$ cat config.mk
export PLATFORM = sky130hd
export DESIGN_NAME = pingpong_counter
export DESIGN_NICKNAME = d
export VERILOG_FILES = /design/src/rtl/counter_pkg.sv /design/src/rtl/counter_clamp.sv /design/src/rtl/pingpong_counter.sv
export SDC_FILE = /design/constraint.sdc
export NUM_CORES = 1
export LEC_CHECK = 0
export CORE_UTILIZATION = 50
export DETAILED_ROUTE_END_ITERATION = 6
export PLACE_DENSITY = 0.92
export SETUP_SLACK_MARGIN = 0.4
export SYNTH_ARGS = -nofsm -noshare
export SYNTH_HDL_FRONTEND = slang
export SYNTH_SLANG_ARGS = --single-unit
$ cat constraint.sdc
create_clock -name clock -period 2.4 [get_ports clock]
set_clock_uncertainty 0.05 [all_clocks]
set_input_delay 0.24 -clock clock [delete_from_list [all_inputs] [get_ports clock]]
set_output_delay 0.24 -clock clock [all_outputs]
set_load 0.02 [all_outputs]
$ cat src/rtl/counter_pkg.sv
// Shared types and constants for the pingpong_counter primitive and its helpers.
package counter_pkg;

  typedef enum logic [1:0] {
    MODE_UP       = 2'b00,
    MODE_DOWN     = 2'b01,
    MODE_PINGPONG = 2'b10,
    MODE_HOLD     = 2'b11
  } mode_e;

  localparam int WRAPCNT_W = 8;

endpackage

$ cat src/rtl/counter_clamp.sv
// Combinational saturating clamp of a WIDTH-bit value into [MIN, MAX].
module counter_clamp #(
  parameter int WIDTH = 4,
  parameter int MIN   = 0,
  parameter int MAX   = 2**WIDTH-1
) (
  input  logic [WIDTH-1:0] value,
  output logic [WIDTH-1:0] clamped
);

  localparam logic [WIDTH-1:0] MIN_V = WIDTH'(MIN);
  localparam logic [WIDTH-1:0] MAX_V = WIDTH'(MAX);

  // Inclusive compares so neither test folds to a constant when MIN=0 or MAX is all-ones.
  always_comb begin
    if (value <= MIN_V)
      clamped = MIN_V;
    else if (value >= MAX_V)
      clamped = MAX_V;
    else
      clamped = value;
  end

endmodule

$ cat src/rtl/pingpong_counter.sv
// Up/down/ping-pong counter over [MIN, MAX] with load, enable, direction, upper-half flag and tc strobe.
// Define PINGPONG_COUNTER_WRAPCNT_EN to add the saturating 'wraps' boundary-crossing counter output.
module pingpong_counter
  import counter_pkg::*;
#(
  parameter int WIDTH = 4,
  parameter int MIN   = 0,
  parameter int MAX   = 2**WIDTH-1
) (
  input  logic             clock,
  input  logic             reset,
  input  logic             en,
  input  logic [1:0]       mode,
  input  logic             load,
  input  logic [WIDTH-1:0] load_value,
  output logic [WIDTH-1:0] Q,
  output logic             dir,
  output logic             upper,
  output logic             tc
`ifdef PINGPONG_COUNTER_WRAPCNT_EN
  ,
  output logic [WRAPCNT_W-1:0] wraps
`endif
);

  localparam logic [WIDTH-1:0] MIN_V   = WIDTH'(MIN);
  localparam logic [WIDTH-1:0] MAX_V   = WIDTH'(MAX);
  localparam logic [WIDTH-1:0] MINP1_V = WIDTH'(MIN + 1);
  localparam logic [WIDTH-1:0] MAXM1_V = WIDTH'(MAX - 1);
  localparam logic [WIDTH-1:0] MID_V   = WIDTH'((MIN + MAX + 1) / 2);
  localparam logic [WIDTH-1:0] ONE_V   = WIDTH'(1);

  mode_e            mode_m;
  logic [WIDTH-1:0] load_clamped;
  logic [WIDTH-1:0] q_nxt;
  logic             dir_nxt;
  logic             eff_dir;

  assign mode_m = mode_e'(mode);

  counter_clamp #(
    .WIDTH (WIDTH),
    .MIN   (MIN),
    .MAX   (MAX)
  ) u_clamp (
    .value   (load_value),
    .clamped (load_clamped)
  );

  always_comb begin
    q_nxt   = Q;
    dir_nxt = dir;
    eff_dir = dir;
    case (mode_m)
      MODE_UP:   eff_dir = 1'b1;
      MODE_DOWN: eff_dir = 1'b0;
      default:   eff_dir = dir;
    endcase

    if (load) begin
      q_nxt = load_clamped;
    end else if (en) begin
      case (mode_m)
        MODE_UP: begin
          q_nxt   = (Q >= MAX_V) ? MIN_V : Q + ONE_V;
          dir_nxt = 1'b1;
        end
        MODE_DOWN: begin
          q_nxt   = (Q <= MIN_V) ? MAX_V : Q - ONE_V;
          dir_nxt = 1'b0;
        end
        MODE_PINGPONG: begin
          // Reflect off the bound in one step: no dwell cycle at MIN or MAX.
          if (dir) begin
            if (Q >= MAX_V) begin
              q_nxt   = MAXM1_V;
              dir_nxt = 1'b0;
            end else begin
              q_nxt = Q + ONE_V;
            end
          end else begin
            if (Q <= MIN_V) begin
              q_nxt   = MINP1_V;
              dir_nxt = 1'b1;
            end else begin
              q_nxt = Q - ONE_V;
            end
          end
        end
        default: begin
          q_nxt   = Q;
          dir_nxt = dir;
        end
      endcase
    end
  end

  assign tc = en & ~load & (mode_m != MODE_HOLD) &
              ((eff_dir & (Q == MAX_V)) | (~eff_dir & (Q == MIN_V)));

  assign upper = (Q >= MID_V);

  always_ff @(posedge clock or posedge reset) begin
    if (reset) begin
      Q   <= MIN_V;
      dir <= 1'b1;
    end else begin
      Q   <= q_nxt;
      dir <= dir_nxt;
    end
  end

`ifdef PINGPONG_COUNTER_WRAPCNT_EN
  always_ff @(posedge clock or posedge reset) begin
    if (reset)
      wraps <= '0;
    else if (load)
      wraps <= '0;
    else if (tc && (wraps != '1))
      wraps <= wraps + WRAPCNT_W'(1);
  end
`endif

endmodule

After elaboration in Yosys (flattened, before gate mapping). Cells that the tools add are included. Widths: inputs -> output; s select.

Bitwise operators: 8. Add/sub/neg operators: 2. $lt $le $gt $ge: 5. Reductions and logical operators: 7. Mux-type cells: 15. Equality and inequality tests: 4.

Operators by type and width (count): $mux 4 (9); $ge 4x4->1 const B (3); $pmux 4 s3 (1); $le 4x1->1 const B (2); $and 1x1->1 (5); $add 4x1->4 const B (1); $eq 4x4->1 const B (1); $logic_not 4->1 (1); $reduce_bool 4->1 (1); $sub 4x1->4 const B (1); $mux 1 (3); $pmux 1 s3 (1); $reduce_and 3->1 (1); $reduce_bool 3->1 (1); $eq 2x1->1 const B (1); $eq 2x2->1 const B (1); $logic_not 2->1 (1); $ne 2x2->1 const B (1); $not 1->1 (2); $pmux 1 s2 (1); $reduce_and 2->1 (1); $reduce_bool 2->1 (1); $or 1x1->1 (1).

Input bits: 10. Output and inout port bits: 7. Register bits after elaboration: 5. Word-level logic and storage cells: 43.

Depth between registers and ports, before layout. Gate-level depths: netlist of run 1.

Depth after elaboration: 6. Mapped depth: 7. Depth with buffers taken out: 6.

Modules after synthesis. A second synthesis of run 1 with hierarchy kept.

Cell total of the unflattened synthesis: 103. Area total of the unflattened synthesis: 728.2 um2.

By module, submodules not included: pingpong_counter (sequential area each 126.4 um2, area an instance 713.2 um2, times used 1, cells each 99); counter_clamp (sequential area each 0.0 um2, area an instance 15.0 um2, times used 1, cells each 4).

Least setup slack after synthesis of run 1. Ideal clock, no wire load.

Path kind: flip-flop to output port. Start point: register Q[0]. End point: output port tc. Cell stages (with the launch flop): 6. Data arrival time: 1651 ps. Buffers on the path: 0. Required time: 2110 ps. Slack: 459 ps. Path through: dfrtp_1 -> inv_1 -> ha_1 -> nor3b_2 -> a31oi_1 -> nor3_1.

Word-level cells in the longest chain between the ends: 4. Elaborated cells between the ends (all ways): 6. Those cells by class: eq/ne: 1; bitwise: 4; reduce/logical: 1.

Ends and longest elaborated chain: start, declared (line pingpong_counter.sv:16) `output logic [WIDTH-1:0] Q,`; start signal, assigned (line pingpong_counter.sv:108) `Q <= q_nxt;`; $eq 4x4->1 / $logic_not 4->1 (equally long branches) (line pingpong_counter.sv:99) `((eff_dir & (Q == MAX_V)) | (~eff_dir & (Q == MIN_V)));`; $and 1x1->1 (line pingpong_counter.sv:99); $or 1x1->1 (*) (line pingpong_counter.sv:99); $and 1x1->1 (*) (line pingpong_counter.sv:98) `assign tc = en & ~load & (mode_m != MODE_HOLD) &`; end, declared (line pingpong_counter.sv:19) `output logic tc`.

Mark *: on every way between the ends. The rest lies on a longest branch, timed or not.

Worst setup path after layout of run 1.
Start point: input port mode[0]. End point: register Q[3].

Word-level cells in the longest chain between the ends: 4. Elaborated cells between the ends (all ways): 8. Those cells by class: eq/ne: 2; mux: 3; reduce/logical: 3.

Ends and longest elaborated chain: start, declared (line pingpong_counter.sv:13) `input logic [1:0] mode,`; $eq 2x2->1 (tied with other cells) (line pingpong_counter.sv:63) `case (mode_m)`; $pmux 4 s3 (line pingpong_counter.sv:63); $mux 4 (line pingpong_counter.sv:62) `end else if (en) begin`; $mux 4 (line pingpong_counter.sv:60) `if (load) begin`.

Several ways; a longest one is shown, not always the timed one. The select of a mux whose other input is x is not followed. A chain may end at the register's enable or synchronous reset.

==> metrics.csv, run 1 <==
stage,metric,value,unit
place,PortBufs,16,
worst_setup_path,Crit Path Max Fanout,8,
yosys,Yosys top cell by area,dfrtp_1,
drt,Remaining DRCs,0,
drt,Final Routed Wirelength,2080,um
worst_setup_path,startpoint types,primary input,
global_routing,initial antenna violation count,0,
worst_setup_path,crit-path leading delay family,buffers and inverters,
floorplan,I/O pins,17,
worst_setup_path,CP bufs+invs,2,
worst_setup_path,CP Cell Sequence,clkdlybuf4s50_1 -> buf_4 -> ha_1 -> o31ai_4 -> or3_1 -> a211o_1 -> o211ai_1,
drt,wire length per cell,14.9,um
yosys,syn_nets,113,
yosys,Ys Warns,0,
worst_setup_path,CP arrival,2.05,ns
timing,Least-Margin Pin Slew,0.329,ns
drt,Vias,855,
drt,1st-pass router iterations,4,
cts,Worst-path clk slew,0.05,ns
worst_setup_path,CP required,2.50,ns
global_routing,vias in the first global route,735,
global_routing,first-pass GRT wire length,3050,um
yosys,top post-synthesis cells by count,"inv_1 (10), nand2_1 (9), ha_1 (7)",
timing,final worst slack,0.453,ns
worst_setup_path,Worst Setup End Kind,flop,
place,detailed placer's ending HPWL,1440,um
timing,setup_tns,0,ns
timing,crit share post-route,0.811,
power,VDD IR max,0.359,mV
cts,Skew-Pair Late Insertion Delay,0.26,ns
place,Placement Cell Area,928,um^2
timing,post-route minimum period,1.95,ns
timing,final hold violations,0,
yosys,largest cells by area after synthesis,"dfrtp_1 (14%), ha_1 (12%), inv_1 (5.2%)",
floorplan,die footprint,1590,um^2
yosys,cell with the most instances after synthesis,inv_1,
floorplan,width of the die,39.9,um
status,status,completed,
yosys,"Distinct cells, synth",36,
finish,final instance area,1010,um^2
drt,Vias/cell,6.15,
cts,CTS Sinks,5,
flow_run,maxcap violations,0,
worst_setup_path,R2R Setup Slk,0.64,ns
yosys,Post-synth EDFFs,0,
yosys,post-synth top area share,0.140,
worst_setup_path,Crit path largest cell delay,0.49,ns
cts,Clock Path Buffers,2,
cts,CTS tree,done,
worst_setup_path,Reg2Reg Capture Point,Q[2]$_DFFE_PP0P_,
worst_setup_path,R2R depth,7,
worst_setup_path,slowest CP cell,clkdlybuf4s50_1,
power,Leakage,0.455,nW
floorplan,Core Box Area,1320,um^2
yosys,"Seq/Total Area, Yosys",0.176,
finish,"Net count, final",142,
floorplan,Initial Utilization,0.544,
yosys,"Async S/R FF share, synth",1.00,
drt,remaining antenna violation count,0,
floorplan,Die Y,39.9,um
cts,Num CTS Buffers,3,
cts,Root Driver,clkbuf_4,
worst_hold_path,Hold Path Class,in -> async,
timing,RSZ-0062 raised after global routing,true,
timing,final setup violation count,0,
yosys,Post-Synthesis Cells,96,
place,Final Wtd Congestion,0.955,
yosys,cell area after synthesis,717,um^2
floorplan,Rows,13,
finish,Area Overhead vs Synth,41.4,%
yosys,Mean Syn Cell Area,7.47,um^2
drt,DRT iter0 DRCs,41,
place,dpl ws,0.0115,ns
worst_setup_path,CP Class,in -> reg,
finish,final antenna diode count,0,
cts,H-tree levels,1,
finish,share of cells above drive strength 1,0.218,
power,PD cells,483,nW/um^2
cts,hold_buf cts,0,
timing,max-slew violations,0,
global_routing,gr ovfl total,0,
yosys,Synth Flop Type,dfrtp_1,
yosys,Yosys reg bits,5,
global_routing,largest net degree at the start of global routing,13,
timing,Max transition margin,0.780,
timing,highest clock rate,0.514,GHz
global_routing,overall routing resource usage,0.284,
worst_setup_path,r2r startpoint,Q[0]$_DFFE_PP0P_,
-- placed cells by master, fill, tap and decap left out, types with 5 or more instances in the layout --
master / count
a21oi_1: 5
buf_4: 14
clkdlybuf4s50_1: 14
ha_1: 5
inv_1: 10
nand2_1: 9
nor2_1: 6
o21ai_0: 6
-- where the power goes --
part / switching, mW / leakage [nW] / internal, mW
registers: 0.0250 / 0.0541 / 0.100
logic: 0.132 / 0.383 / 0.130
clock network: 0.0422 / 0.0177 / 0.0607
-- routing by layer --
layer | up-vias | global-route usage | part of all wire
li1 | 407 | - | -
met1 | 404 | 0.338 | 0.42
met2 | 42 | 0.504 | 0.50
met3 | 2 | 0.0511 | 0.071
met4 | 0 | 0.0776 | 0.0048
met5 | - | 0 | 0
-- worst max-delay path by stage --
stage                          start                to  depth (start not counted)
finish                       mode[0]  Q[3]$_DFFE_PP0P_                          7
global placement             mode[1]                tc                          6
CTS                          mode[1]  Q[3]$_DFFE_PP0P_                          7
detailed placement           mode[1]                tc                          6
global route        Q[0]$_DFFE_PP0P_                tc                          6
floorplan           Q[0]$_DFFE_PP0P_                tc                          5
-- flip-flops by register name, summed over array words and instances (netlist names) --
signal / flops
Q: 4
dir: 1
-- timing repair --
item,CTS,global route
cloned,0,0
buffers inserted,1,4
gates resized for setup,7,5
setup endpoints to repair,1,4
-- cell type report --
cell class	instances	area [um^2]
Clock buffer	3	22.5
Fill cell	100	304
Inverter	10	37.5
Multi-Input combinational cell	75	538
Timing Repair Buffer	30	263
Sequential cell	5	129
Clock inverter	1	5.00
Tap cell	15	18.8
-- kinds of logic (layout without fill, tap and decap cells) --
family          Yosys count  count (layout)  share of synthesized area
mux                       2               2                     0.0279
simple gates             32              32                      0.234
buf+inv                  16              44                      0.101
compound gates           34              34                      0.339
fa+ha+maj                 7               7                      0.122
flops                     5               5                      0.176
-- through the flow --
step	total power [mW]	util	std cells	hold slack, ns
final	0.490	0.769	139	0.124
after global routing	0.522	0.769	139	0.160
after CTS	0.467	0.733	135	0.130
after detailed placement	0.359	0.705	130	0.404
after global placement	0.352	0.705	130	0.390
after floorplan	0.268	-	96	-0.0322
No activity file was read; power rests on OpenSTA's default activity.
==> run 2, diff against run 1 <==
- CORE_UTILIZATION: 50 -> 44
- PLACE_DENSITY: 0.92 -> 0.87
- clock period: 2.4 -> 1.62 ns (I/O delays scaled with it)
==> run 2 against run 1 <==
  * The run now ends with negative setup slack left
  * Combinational power is 110% higher
  * Via count grew 16%
  * Register-to-register slack got worse by 0.75 ns
  * Count of clock-buffer cells in the layout increased by 1
  * Core utilization rose by 9.0 points
  * First-iteration DRC count increased by 44%
  * Critical path type is now reg -> reg
  * Critical endpoint unchanged
  * Largest power group unchanged
==> metrics.csv, run 2 (synthesized netlist as in run 1, its figures left out) <==
stage,metric,value,unit,change
global_routing,first-pass GRT wire length,4380,um,+44%
drt,DRT iter0 DRCs,59,,+44%
finish,Area Overhead vs Synth,80.5,%,
floorplan,Rows,14,,+1
finish,share of cells above drive strength 1,0.473,,+0.255
global_routing,vias in the first global route,939,,+28%
cts,Skew-Pair Late Insertion Delay,0.26,ns,about the same
drt,Final Routed Wirelength,2820,um,+36%
worst_setup_path,r2r startpoint,Q[0]$_DFFE_PP0P_,,
floorplan,width of the die,42.4,um,+6.3%
cts,Clock Path Buffers,2,,unchanged
global_routing,gr ovfl total,0,,unchanged
floorplan,Die Y,42.4,um,+6.3%
power,Leakage,0.581,nW,+28%
flow_run,maxcap violations,0,,unchanged
place,PortBufs,16,,unchanged
cts,Num CTS Buffers,3,,unchanged
finish,"commonest non-fill, non-tap cells in the layout","buf_4 (32), buf_6 (9), nand2_1 (7), clkdlybuf4s50_1 (7)",,
finish,Util after Layout,0.859,,+0.0896
finish,largest registers,"Q: 4 flops, dir: 1 flops",,
finish,max reg flops,4,,unchanged
place,Placed Cells incl. Taps,145,,+12%
finish,# fillers,82,,-18%
worst_hold_path,Hold Path Class,in -> async,,
timing,Hold Slack,0.0533,ns,-0.0707 ns
timing,RSZ-0062 raised after global routing,true,,
drt,Remaining DRCs,0,,unchanged
floorplan,Core Box Area,1510,um^2,+14%
floorplan,Initial Utilization,0.476,,-0.0682
timing,post-route minimum period,1.73,ns,
worst_setup_path,Worst Setup End Kind,flop,,
finish,"commonest non-fill, non-tap cell in the layout",buf_4,,
worst_setup_path,startpoint types,flop,,
finish,final antenna diode count,0,,unchanged
drt,wire length per cell,17.2,um,+15%
worst_setup_path,CP Class,reg -> reg,,
worst_setup_path,worst setup path startpoint,Q[0]$_DFFE_PP0P_,,
worst_setup_path,crit-path leading delay family,flip-flops,,
place,detailed placer's ending HPWL,1740,um,+20%
timing,final setup violation count,4,,+4
worst_setup_path,CP arrival,1.85,ns,-0.20 ns
timing,Max transition margin,0.753,,-0.0277
worst_setup_path,CP Cell Sequence,buf_4 -> buf_4 -> buf_6 -> nor2_1 -> mux2i_1 -> a311oi_1 -> o211ai_1,,
timing,highest clock rate,0.577,GHz,
worst_setup_path,CP most frequent cell,buf_4,,
global_routing,largest net degree at the start of global routing,12,,-1
worst_setup_path,CP bufs+invs,3,,+1
timing,max-slew violations,0,,unchanged
worst_setup_path,slowest CP cell,dfrtp_2,,
status,failing checks,negative setup slack,,
timing,Least-Margin Pin Slew,0.366,ns,+0.0367 ns
cts,CTS tree,done,,
floorplan,die footprint,1790,um^2,+13%
status,status,"finished, violations left",,
worst_setup_path,Crit path largest cell delay,0.42,ns,-0.07 ns
drt,Vias/cell,6.04,,-1.9%
cts,H-tree levels,1,,unchanged
cts,hold_buf cts,0,,unchanged
drt,Vias,990,,+16%
drt,remaining antenna violation count,0,,unchanged
timing,setup_tns,-0.347,ns,-0.347 ns
power,VDD IR max,0.606,mV,+69%
place,dpl ws,-0.487,ns,-0.499 ns
finish,final instance area,1290,um^2,+28%
finish,largest register by flop count,Q,,
floorplan,I/O pins,17,,unchanged
global_routing,initial antenna violation count,0,,unchanged
power,PD cells,689,nW/um^2,+42%
timing,final hold violations,0,,unchanged
cts,Worst-path clk slew,0.05,ns,about the same
cts,Root Driver,clkbuf_4,,
finish,"Net count, final",166,,+17%
worst_setup_path,CP required,1.74,ns,-0.76 ns
place,Placement Cell Area,1070,um^2,+15%
place,Final Wtd Congestion,0.875,,-8.4%
timing,final worst slack,-0.115,ns,-0.568 ns
power,Power Total,0.891,mW,+82%
timing,crit share post-route,1.07,,
finish,Non-Filler Instances,164,,+18%
worst_setup_path,Crit Path Max Fanout,5,,-3
global_routing,overall routing resource usage,0.329,,+0.0456
drt,1st-pass router iterations,5,,+1
cts,CTS Sinks,5,,unchanged
## run 2: changes by cell type in the layout (fill, tap and decap cells not counted), moves of 2 or more
cell             change
buf_6                +9
inv_2                +5
nor2_1               -2
nand2_1              -2
ha_4                 +4
o21ai_1              +3
clkdlybuf4s50_1      -7
buf_4               +18
dlygate4sd2_1        +2
nor2_2               +2
nand2_2              +2
inv_1                -5
ha_1                 -3
o21ai_0              -3
## run 2: area by class of cell
| cell class | instances | area [um^2] | area share |
|---|---|---|---|
| flip-flops and latches | 5 | 129 | 0.0996 |
| multi-input cells | 75 | 607 | 0.469 |
| repair buffers | 54 | 474 | 0.367 |
| clock buffers | 4 | 26.3 | 0.0203 |
| inverters | 10 | 37.5 | 0.0290 |
| well taps | 16 | 20.0 | 0.0155 |
## run 2: worst paths after layout
kind / cells past startpoint / slack (ns) / end
worst min register to register: 2 / 0.67 / dir$_DFFE_PP1P_
worst max register to register: 7 / -0.11 / Q[3]$_DFFE_PP0P_
min in group clock: 2 / 0.53 / Q[0]$_DFFE_PP0P_
max in group asynchronous: 2 / 1.22 / dir$_DFFE_PP1P_
worst max-delay path: 7 / -0.11 / Q[3]$_DFFE_PP0P_
worst min-delay path: 2 / 0.05 / Q[3]$_DFFE_PP0P_
## run 2: timing repair
item | 4_1_cts | 5_1_grt
endpoints found under the setup margin | 12 | 10
pin swaps | 8 | 6
resized for setup | 47 | 13
cloned | 0 | 0
setup buffers | 9 | 6
hold endpoints to repair | 0 | 0
## run 2: per-layer routing
| metal | wire length [um] | vias up | track usage |
|---|---|---|---|
| li1 | - | 456 | - |
| met1 | 1070 | 457 | 0.381 |
| met2 | 1460 | 68 | 0.594 |
| met3 | 234 | 9 | 0.0560 |
| met4 | 51 | 0 | 0.131 |
| met5 | 0 | - | 0 |
## run 2: worst register-to-register path, stage by stage (launching register included)
cell      delay [ns]
dfrtp_2         0.42
buf_4           0.14
buf_4           0.14
buf_6           0.12
nor2_1          0.18
mux2i_1         0.25
a311oi_1        0.12
o211ai_1        0.22
## run 2: power breakdown
part / total, mW / internal, mW / switching [mW]
Combinational: 0.562 / 0.285 / 0.277
Clock: 0.163 / 0.0943 / 0.0691
Sequential: 0.165 / 0.148 / 0.0171
Total: 0.891 / 0.528 / 0.363
==> run 3, diff against run 2 <==
- TNS_END_PERCENT: not set -> 50
==> run 3 against run 2 <==
  * The run still ends with negative setup slack left
  * Global-route usage is 1.8 points lower
  * Non-clock buffer count is 5 lower
  * Cell count is 3.0% lower
  * Critical path depth is 1 lower
  * Via count is 2.7% lower
  * Count of clock-buffer cells in the layout stayed put
  * Sequential share of layout area is 0.26 points higher
  * Highest routed layer unchanged
  * Sequential cell count stayed put
  * Clock power is 4% lower
==> metrics.csv, run 3 (synthesized netlist as in run 1, its figures left out) <==
stage,metric,value,unit,change
drt,DRT iter0 DRCs,62,,+5.1%
timing,highest clock rate,0.570,GHz,-1.1%
timing,RSZ-0062 raised after global routing,true,,
finish,"Net count, final",161,,-3.0%
global_routing,gr ovfl total,0,,unchanged
cts,hold_buf cts,0,,unchanged
finish,largest register by flop count,Q,,
finish,share of cells above drive strength 1,0.455,,-0.0184
place,dpl ws,-0.511,ns,-0.0234 ns
worst_setup_path,slowest CP cell,dfrtp_2,,
finish,Area Overhead vs Synth,75.9,%,
power,sw frac,0.407,,about the same
global_routing,overall routing resource usage,0.312,,-0.0175
drt,Vias/cell,6.06,,+0.33%
cts,Worst-path clk slew,0.05,ns,about the same
drt,wire length per cell,16.9,um,-2.0%
cts,CTS Sinks,5,,unchanged
cts,H-tree levels,1,,unchanged
worst_setup_path,Crit path largest cell delay,0.41,ns,about the same
power,clock share of power,0.185,,+0.002
power,P_int,0.501,mW,-5.2%
power,Reg power frac,0.198,,+0.012
worst_setup_path,R2R depth,7,,unchanged
floorplan,Rows,14,,unchanged
timing,post-route minimum period,1.75,ns,+0.0199 ns
place,Final Wtd Congestion,0.914,,+4.5%
place,detailed placer's ending HPWL,1720,um,-1.2%
floorplan,die footprint,1790,um^2,unchanged
worst_setup_path,CP required,1.41,ns,-0.33 ns
status,status,"finished, violations left",,
finish,final instance area,1260,um^2,-2.5%
global_routing,vias in the first global route,952,,+1.4%
drt,Vias,963,,-2.7%
cts,Num CTS Buffers,3,,unchanged
cts,Skew-Pair Late Insertion Delay,0.26,ns,about the same
worst_hold_path,Hold Path Class,in -> async,,
global_routing,largest net degree at the start of global routing,12,,unchanged
worst_setup_path,Crit Path Max Fanout,3,,-2
floorplan,Initial Utilization,0.476,,unchanged
finish,"commonest non-fill, non-tap cell in the layout",buf_4,,
drt,Final Routed Wirelength,2680,um,-5.0%
place,Placement Cell Area,1080,um^2,+0.70%
worst_setup_path,Worst Setup End Kind,output pin,,
floorplan,width of the die,42.4,um,unchanged
timing,final hold violations,0,,unchanged
drt,1st-pass router iterations,4,,-1
finish,"commonest non-fill, non-tap cells in the layout","buf_4 (28), nand2_1 (9), buf_6 (8)",,
worst_setup_path,startpoint types,flop,,
timing,final setup violation count,5,,+1
power,VDD IR max,0.682,mV,+13%
cts,Root Driver,clkbuf_4,,
floorplan,Die Y,42.4,um,unchanged
finish,final antenna diode count,0,,unchanged
place,PortBufs,16,,unchanged
cts,CTS tree,done,,
timing,Least-Margin Pin Slew,0.317,ns,-0.0492 ns
cts,Clock Path Buffers,2,,unchanged
finish,largest registers,"Q: 4 flops, dir: 1 flops",,
timing,setup_tns,-0.409,ns,-0.0624 ns
power,Leakage,0.552,nW,-5.0%
floorplan,I/O pins,17,,unchanged
worst_setup_path,CP Class,reg -> out,,
timing,crit share post-route,1.08,,+0.0123
timing,final worst slack,-0.135,ns,-0.0199 ns
flow_run,maxcap violations,0,,unchanged
power,P_sw,0.344,mW,-5.2%
power,combinational share of power,0.617,,-0.014
status,failing checks,negative setup slack,,
worst_setup_path,CP Cell Sequence,inv_2 -> ha_4 -> nor3b_4 -> a31oi_1 -> nor3_2 -> buf_4,,
finish,max reg flops,4,,unchanged
timing,Max transition margin,0.789,,+0.0360
global_routing,first-pass GRT wire length,4130,um,-5.7%
global_routing,initial antenna violation count,0,,unchanged
timing,max-slew violations,0,,unchanged
floorplan,Core Box Area,1510,um^2,unchanged
drt,Remaining DRCs,0,,unchanged
power,PD cells,670,nW/um^2,-2.7%
drt,remaining antenna violation count,0,,unchanged
finish,Util after Layout,0.837,,-0.0216
worst_setup_path,CP arrival,1.54,ns,-0.31 ns
run 3: cell count changes in the layout (fill, tap and decap cells not counted), sizes merged:
cell,delta
dlygate4sd2,-1
clkdlybuf4s15,+3
buf,-7
run 3: path summary, 6_finish.rpt:
check                                  from                to  slack, ns
setup / recovery           Q[0]$_DFFE_PP0P_                tc      -0.13
max in group asynchronous             reset   dir$_DFFE_PP1P_       1.21
setup reg to reg           Q[0]$_DFFE_PP0P_  Q[2]$_DFFE_PP0P_      -0.12
min in group clock            load_value[1]  Q[1]$_DFFE_PP0P_       0.52
hold / removal                        reset  Q[0]$_DFFE_PP0P_       0.07
hold reg to reg             dir$_DFFE_PP1P_   dir$_DFFE_PP1P_       0.68
run 3: repair_timing:
item,4_1_cts,5_1_grt
gates resized for setup,53,6
setup buffers,7,2
endpoints found under the setup margin,12,10
pin swaps,19,6
run 3: power by group through the flow:
stage                     sequential, mW  clock, mW  combinational (mW)
after floorplan                    0.193          0               0.225
after global placement             0.169          0               0.423
after detailed placement           0.169          0               0.438
after CTS                          0.167      0.158               0.488
after global routing               0.170      0.163               0.553
final                              0.168      0.156               0.521
run 3: layout make-up:
class                      count  area, um^2
clock buffer                   4        26.3
fill                          74         245
inverter                      10        40.0
multi-input combinational     75         626
sequential                     5         129
tap                           16        20.0
timing repair buffer          49         420
run 3: per-layer routing:
layer | up-vias | GRT usage | part of all wire
met1 | 437 | 0.328 | 0.37
met5 | - | 0 | 0
met3 | 19 | 0.0819 | 0.078
li1 | 446 | - | -
met4 | 0 | 0.188 | 0.052
met2 | 61 | 0.548 | 0.49
run 3: worst max-delay path, delay by kind of cell, from the launching register on:
family / cells / cell delay [ns]
AOI/OAI and AO/OA: 1 / 0.13
adders and majority gates: 1 / 0.13
buffers and inverters: 2 / 0.24
DFF: 1 / 0.41
and+or+nand+nor: 2 / 0.36
run 3: through the flow:
step	std cells	hold WS [ns]	total power, mW
after floorplan	96	-0.110	0.419
after global placement	146	0.312	0.591
after detailed placement	146	0.332	0.607
after CTS	157	0.0604	0.812
after global routing	159	0.102	0.885
final	159	0.0721	0.845
